`config.mk`:
```
export PLATFORM = sky130hd
export DESIGN_NAME = set3_rns_mac
export DESIGN_NICKNAME = d
export VERILOG_FILES = /design/src/rtl/set3_rns_mac.sv
export SDC_FILE = /design/constraint.sdc
export NUM_CORES = 1
export LEC_CHECK = 0
export BUFFER_PORTS_ARGS = -buffer_cell sky130_fd_sc_hd__buf_4
export CAP_MARGIN = 40
export CORE_ASPECT_RATIO = 1.2
export CORE_MARGIN = 2
export CORE_UTILIZATION = 50
export DETAILED_ROUTE_END_ITERATION = 12
export HOLD_SLACK_MARGIN = 0.08
export PLACE_DENSITY = 0.79
export SYNTH_ARGS = -nofsm -noshare
export SYNTH_HDL_FRONTEND = slang
export SYNTH_SLANG_ARGS = --single-unit
```
`constraint.sdc`:
```
create_clock -name clk -period 8.7 [get_ports clk]
set_input_delay 0.435 -clock clk [delete_from_list [all_inputs] [get_ports clk]]
set_output_delay 0.435 -clock clk [all_outputs]
set_load 0.01 [all_outputs]
```
`src/rtl/set3_rns_mac.sv`:
```
// Residue-domain multiply-accumulate for the {2^(n+1)-1, 2^n, 2^n-1} RNS channels.
// A two-stage pipeline (product register, then accumulate) runs under a four-state control FSM.
module set3_rns_mac #(
    parameter int unsigned n     = 5,
    parameter int unsigned LEN_W = 8
) (
    input  logic             clk,
    input  logic             rst_n,
    input  logic             start,
    input  logic [LEN_W-1:0] len,
    input  logic             in_valid,
    output logic             in_ready,
    input  logic [n:0]       a1,
    input  logic [n:0]       w1,
    input  logic [n-1:0]     a2,
    input  logic [n-1:0]     w2,
    input  logic [n-1:0]     a3,
    input  logic [n-1:0]     w3,
    output logic             out_valid,
    input  logic             out_ready,
    output logic [n:0]       r1,
    output logic [n-1:0]     r2,
    output logic [n-1:0]     r3,
    output logic             busy
);

    localparam int unsigned K1  = n + 1;
    localparam int unsigned K3  = n;
    localparam int unsigned PW1 = 2 * K1;
    localparam int unsigned PW3 = 2 * K3;
    localparam int unsigned SW1 = K1 + 1;
    localparam int unsigned SW3 = K3 + 1;

    localparam logic [1:0] IDLE  = 2'd0;
    localparam logic [1:0] ACC   = 2'd1;
    localparam logic [1:0] DRAIN = 2'd2;
    localparam logic [1:0] HOLD  = 2'd3;

    // End-around carry on a (k+1)-bit sum, then map all-ones onto canonical zero.
    function automatic logic [K1-1:0] norm1(input logic [SW1-1:0] s);
        logic [K1-1:0] t;
        t = s[K1-1:0] + K1'(s[K1]);
        return (&t) ? '0 : t;
    endfunction

    function automatic logic [K3-1:0] norm3(input logic [SW3-1:0] s);
        logic [K3-1:0] t;
        t = s[K3-1:0] + K3'(s[K3]);
        return (&t) ? '0 : t;
    endfunction

    function automatic logic [K1-1:0] mul1(input logic [K1-1:0] a, input logic [K1-1:0] b);
        logic [PW1-1:0] p;
        p = PW1'(a) * PW1'(b);
        return norm1(SW1'(p[K1-1:0]) + SW1'(p[PW1-1:K1]));
    endfunction

    function automatic logic [K3-1:0] mul3(input logic [K3-1:0] a, input logic [K3-1:0] b);
        logic [PW3-1:0] p;
        p = PW3'(a) * PW3'(b);
        return norm3(SW3'(p[K3-1:0]) + SW3'(p[PW3-1:K3]));
    endfunction

    logic [1:0]       state, state_d;
    logic [LEN_W-1:0] len_q, len_d, count, count_d;
    logic             in_ready_d, out_valid_d, busy_d;
    logic             acc_clr_c, xfer_c;
    logic             p_valid;
    logic [K1-1:0]    p1;
    logic [n-1:0]     p2;
    logic [K3-1:0]    p3;

    assign xfer_c = in_valid & in_ready;

    // State and registered control outputs.
    always_ff @(posedge clk or negedge rst_n) begin
        if (!rst_n) begin
            state     <= IDLE;
            len_q     <= '0;
            count     <= '0;
            in_ready  <= 1'b0;
            out_valid <= 1'b0;
            busy      <= 1'b0;
        end else begin
            state     <= state_d;
            len_q     <= len_d;
            count     <= count_d;
            in_ready  <= in_ready_d;
            out_valid <= out_valid_d;
            busy      <= busy_d;
        end
    end

    // Next-state and next-output logic; outputs are precomputed so they flop with the state.
    always_comb begin
        state_d     = state;
        len_d       = len_q;
        count_d     = count;
        in_ready_d  = in_ready;
        out_valid_d = out_valid;
        busy_d      = busy;
        acc_clr_c   = 1'b0;
        case (state)
            IDLE: begin
                if (start) begin
                    acc_clr_c = 1'b1;
                    count_d   = '0;
                    busy_d    = 1'b1;
                    if (len != '0) begin
                        len_d      = len;
                        in_ready_d = 1'b1;
                        state_d    = ACC;
                    end else begin
                        out_valid_d = 1'b1;
                        state_d     = HOLD;
                    end
                end
            end
            ACC: begin
                if (xfer_c) begin
                    count_d = count + LEN_W'(1);
                    if (count + LEN_W'(1) == len_q) begin
                        in_ready_d = 1'b0;
                        state_d    = DRAIN;
                    end
                end
            end
            DRAIN: begin
                out_valid_d = 1'b1;
                state_d     = HOLD;
            end
            HOLD: begin
                if (out_ready) begin
                    out_valid_d = 1'b0;
                    busy_d      = 1'b0;
                    state_d     = IDLE;
                end
            end
            default: begin
                in_ready_d  = 1'b0;
                out_valid_d = 1'b0;
                busy_d      = 1'b0;
                state_d     = IDLE;
            end
        endcase
    end

    // Stage 1 registers the per-channel products; stage 2 folds them into the accumulators.
    always_ff @(posedge clk or negedge rst_n) begin
        if (!rst_n) begin
            p_valid <= 1'b0;
            p1      <= '0;
            p2      <= '0;
            p3      <= '0;
            r1      <= '0;
            r2      <= '0;
            r3      <= '0;
        end else begin
            p_valid <= xfer_c;
            if (xfer_c) begin
                p1 <= mul1(a1, w1);
                p2 <= a2 * w2;
                p3 <= mul3(a3, w3);
            end
            if (acc_clr_c) begin
                r1 <= '0;
                r2 <= '0;
                r3 <= '0;
            end else if (p_valid) begin
                r1 <= norm1(SW1'(r1) + SW1'(p1));
                r2 <= r2 + p2;
                r3 <= norm3(SW3'(r3) + SW3'(p3));
            end
        end
    end

endmodule

```
==> results.sh <==
export IMPL_synth_most_common_cell="ha_1"
export IMPL_drc_errors=0
export IMPL_power_density_nw_per_um2=323
export IMPL_layout_drive_gt1_share_pct=12.0
export IMPL_clock_sinks=54
export IMPL_via_per_inst=5.47
export IMPL_required_ns=8.85
export IMPL_ff2ff_path_depth=14
export IMPL_dp_hpwl_um=10400
export IMPL_synth_nets=824
export IMPL_crit_path_end_kind="flop"
export IMPL_drv_slew=0
export IMPL_io_buffers=63
export IMPL_synth_edf_count=0
export IMPL_fin_crit_sh_pct=67.1
export IMPL_syn_area_um2=6020
export IMPL_grt_max_degree=55
export IMPL_clockBufferDepth=2
export IMPL_hold_ws_ns=0.170
export IMPL_cp_start_kind="primary input"
export IMPL_slowest_stage="fa_1"
export IMPL_yosysUniqueCellTypes=58
export IMPL_power_leakage_nw=3.42
export IMPL_cp_arrival_ns=5.98
export IMPL_cts_max_level=2
export IMPL_grt_use_total_pct=20.7
export IMPL_core_area_um2=11700
export IMPL_clock_latency_ns=0.29
export IMPL_rsz0062_at_grt="no"
export IMPL_ctsResizeCount=0
export IMPL_timing_setup_tns_ns=0
export IMPL_vias=4816
export IMPL_skew_ns=0.00332
export IMPL_start_util_pct=51.5
export IMPL_cp_max_fo=6
export IMPL_ios=64
export IMPL_outcome="finished clean"
export IMPL_synth_seq_area_share_pct=22.5
export IMPL_netlist_instances=663
export IMPL_irDropWorstVdd_mv=0.146
export IMPL_fin_nets=883
export IMPL_grt_antenna_before_repair=0
export IMPL_synth_area_top_cells="dfrtp_1, ha_1, fa_1, nand2_1, and2_1"
export IMPL_die_h_um=124
export IMPL_path_cells="buf_4 > and2_1 > fa_1 > inv_1 > fa_1 > fa_1 > inv_1 > ha_1 > nor2b_1 > o21ai_0 > a21boi_0 > o21ai_0 > nor2b_1 > xnor2_1 > ha_1 > nor2_1 > a21oi_2 > a21o_2 > a21o_1 > ha_1 > ha_1 > nand4bb_1 > a311oi_2 > a221oi_1"
export IMPL_grt_pass1_vias=4957
export IMPL_cts_tree="built"
export IMPL_drv_cap=0
export IMPL_final_util_pct=58.3
export IMPL_yosysTopAreaCell="dfrtp_1"
export IMPL_cts_root_buf="clkbuf_16"
export IMPL_antenna_cells=0
export IMPL_cts_inserted_buffers=5
export IMPL_min_period_ns=5.83
export IMPL_worstMarginPinSlew_ns=0.793
export IMPL_cpPeakStageDelay_ns=0.55
export IMPL_syn_avg_cell_area_um2=9.07
export IMPL_postCtsSetupBuffers=0
export IMPL_gp_congestion=0.853
export IMPL_slew_headroom_pct=46.8
export IMPL_grt_pass1_wl_um=22100
export IMPL_synthTopCellsByCount="ha_1, nand2_1, inv_1, dfrtp_1, and2_1"
export IMPL_cp_buffers_inverters=3
export IMPL_ant_nets=0
export IMPL_worstHoldPathType="in2async"
export IMPL_async_flop_share_pct=100
export IMPL_wl_um=12700
export IMPL_startpoint="a1[3]"
export IMPL_num_rows=43
export IMPL_critPathKind="in2reg"
export IMPL_fp_dieArea_um2=12900
export IMPL_drt_iter0_drc=178
export IMPL_synth_top_area_share_pct=22.5
export IMPL_path_depth=24
export IMPL_ctsHoldBuffers=0
export IMPL_grt_ovfl_total=0
export IMPL_first_pass_iters=5
export IMPL_fp_dieW_um=104
export IMPL_max_freq_mhz=171
export IMPL_yosys_warnings=0
export IMPL_wl_per_cell_um=14.4
export IMPL_final_hold_viol_count=0
export IMPL_ys_seq_elements=54
export IMPL_path_common_cell="ha_1"
export IMPL_syn_to_final_growth_pct=13.2
export IMPL_synth_flop_cell="dfrtp_1"
export IMPL_path_clk_slew_ns=0.07
export IMPL_cp_top_family="adder cells"
export IMPL_finalSetupViolCount=0
export IMPL_r2r_start="r1[0]$_DFFE_PN0P_"
state kept, by name, indices dropped and copies added (netlist names), 2 cells and up:
signal	count
r3	5
len_q	8
r2	5
p2	5
p3	5
state	2
p1	6
count	8
r1	6
cell families (layout without fill, tap and decap cells):
group                      Yosys count  after routing  share of synthesized area, %
AOI/OAI and AO/OA                  108            108                          12.5
xor gates and xnor gates            53             53                          9.30
adders and majority gates          117            117                          28.4
buffers and inverters               84            144                          5.28
DFF                                 54             54                          22.5
muxes                               17             17                          3.02
and+or+nand+nor                    230            230                          19.0
power by group:
part | switching, W | internal [W]
Combinational | 0.000805 | 0.000719
Clock | 0.0000875 | 0.000130
Sequential | 0.0000996 | 0.000361
Total | 0.000992 | 0.00121
metrics by stage:
step / setup slack [ns] / std cells / instance area (um2) / total power, W
detailed placement: 2.61 / 872 / 6640 / 0.00198
CTS: 2.90 / 880 / 6810 / 0.00221
global route: 2.57 / 880 / 6810 / 0.00241
finish: 2.87 / 880 / 6810 / 0.00220
global placement: 2.78 / 872 / 6640 / 0.00189
floorplan: 3.18 / 663 / 6020 / 0.00160
placed cells by master, fill, tap and decap left out, drive strengths merged, types with 4 or more instances in the layout:
cell     n
nand3   20
o21a     4
buf     63
clkbuf   8
nand2b   9
mux2i    8
ha      83
xor3     4
nand2   76
a22o     9
and2    45
fa      33
and3     5
a211oi   4
inv     71
a21o    12
nor2b    8
dfrtp   54
xor2    16
nand3b   7
mux2     9
nor2    34
xnor2   31
o21ai   25
a22oi    4
a32o     6
a21oi   22
nor4     4
nor3    12
metal layers:
metal | share of wire (%) | GRT usage (%)
met1 | 44 | 25.7
met2 | 52 | 38.0
met3 | 2.6 | 2.46
met4 | 1.6 | 6.42
met5 | 0 | 0
final cells by class:
type	count	area, um2
well taps	157	196
fillers	1035	4870
multi-input cells	525	4350
flip-flops and latches	54	1350
repair buffers	63	473
clock buffers	8	166
inverters	73	274
worst register-to-register path, cell delays in order (launching register included):
cell      delay [ns]
dfrtp_1         0.43
ha_1            0.25
fa_1            0.43
nand3_1         0.11
nand2_1         0.08
and2_1          0.16
o21ai_0         0.13
nand2b_1        0.10
ha_1            0.23
ha_1            0.21
xor2_1          0.19
and3_1          0.22
a31oi_1         0.39
a22oi_1         0.13
o21ai_1         0.12
final timing paths:
kind,end,slack (ns)
min reg2reg,p2[0]$_DFFE_PN0P_,0.48
max reg2reg,r1[4]$_DFFE_PN0P_,5.45
max in group asynchronous,len_q[7]$_DFFE_PN0P_,8.09
min,out_valid$_DFFE_PN0P_,0.17
max,p1[2]$_DFFE_PN0P_,2.87
min in group clk,len_q[2]$_DFFE_PN0P_,0.38
(Power assumes the default switching activity.)
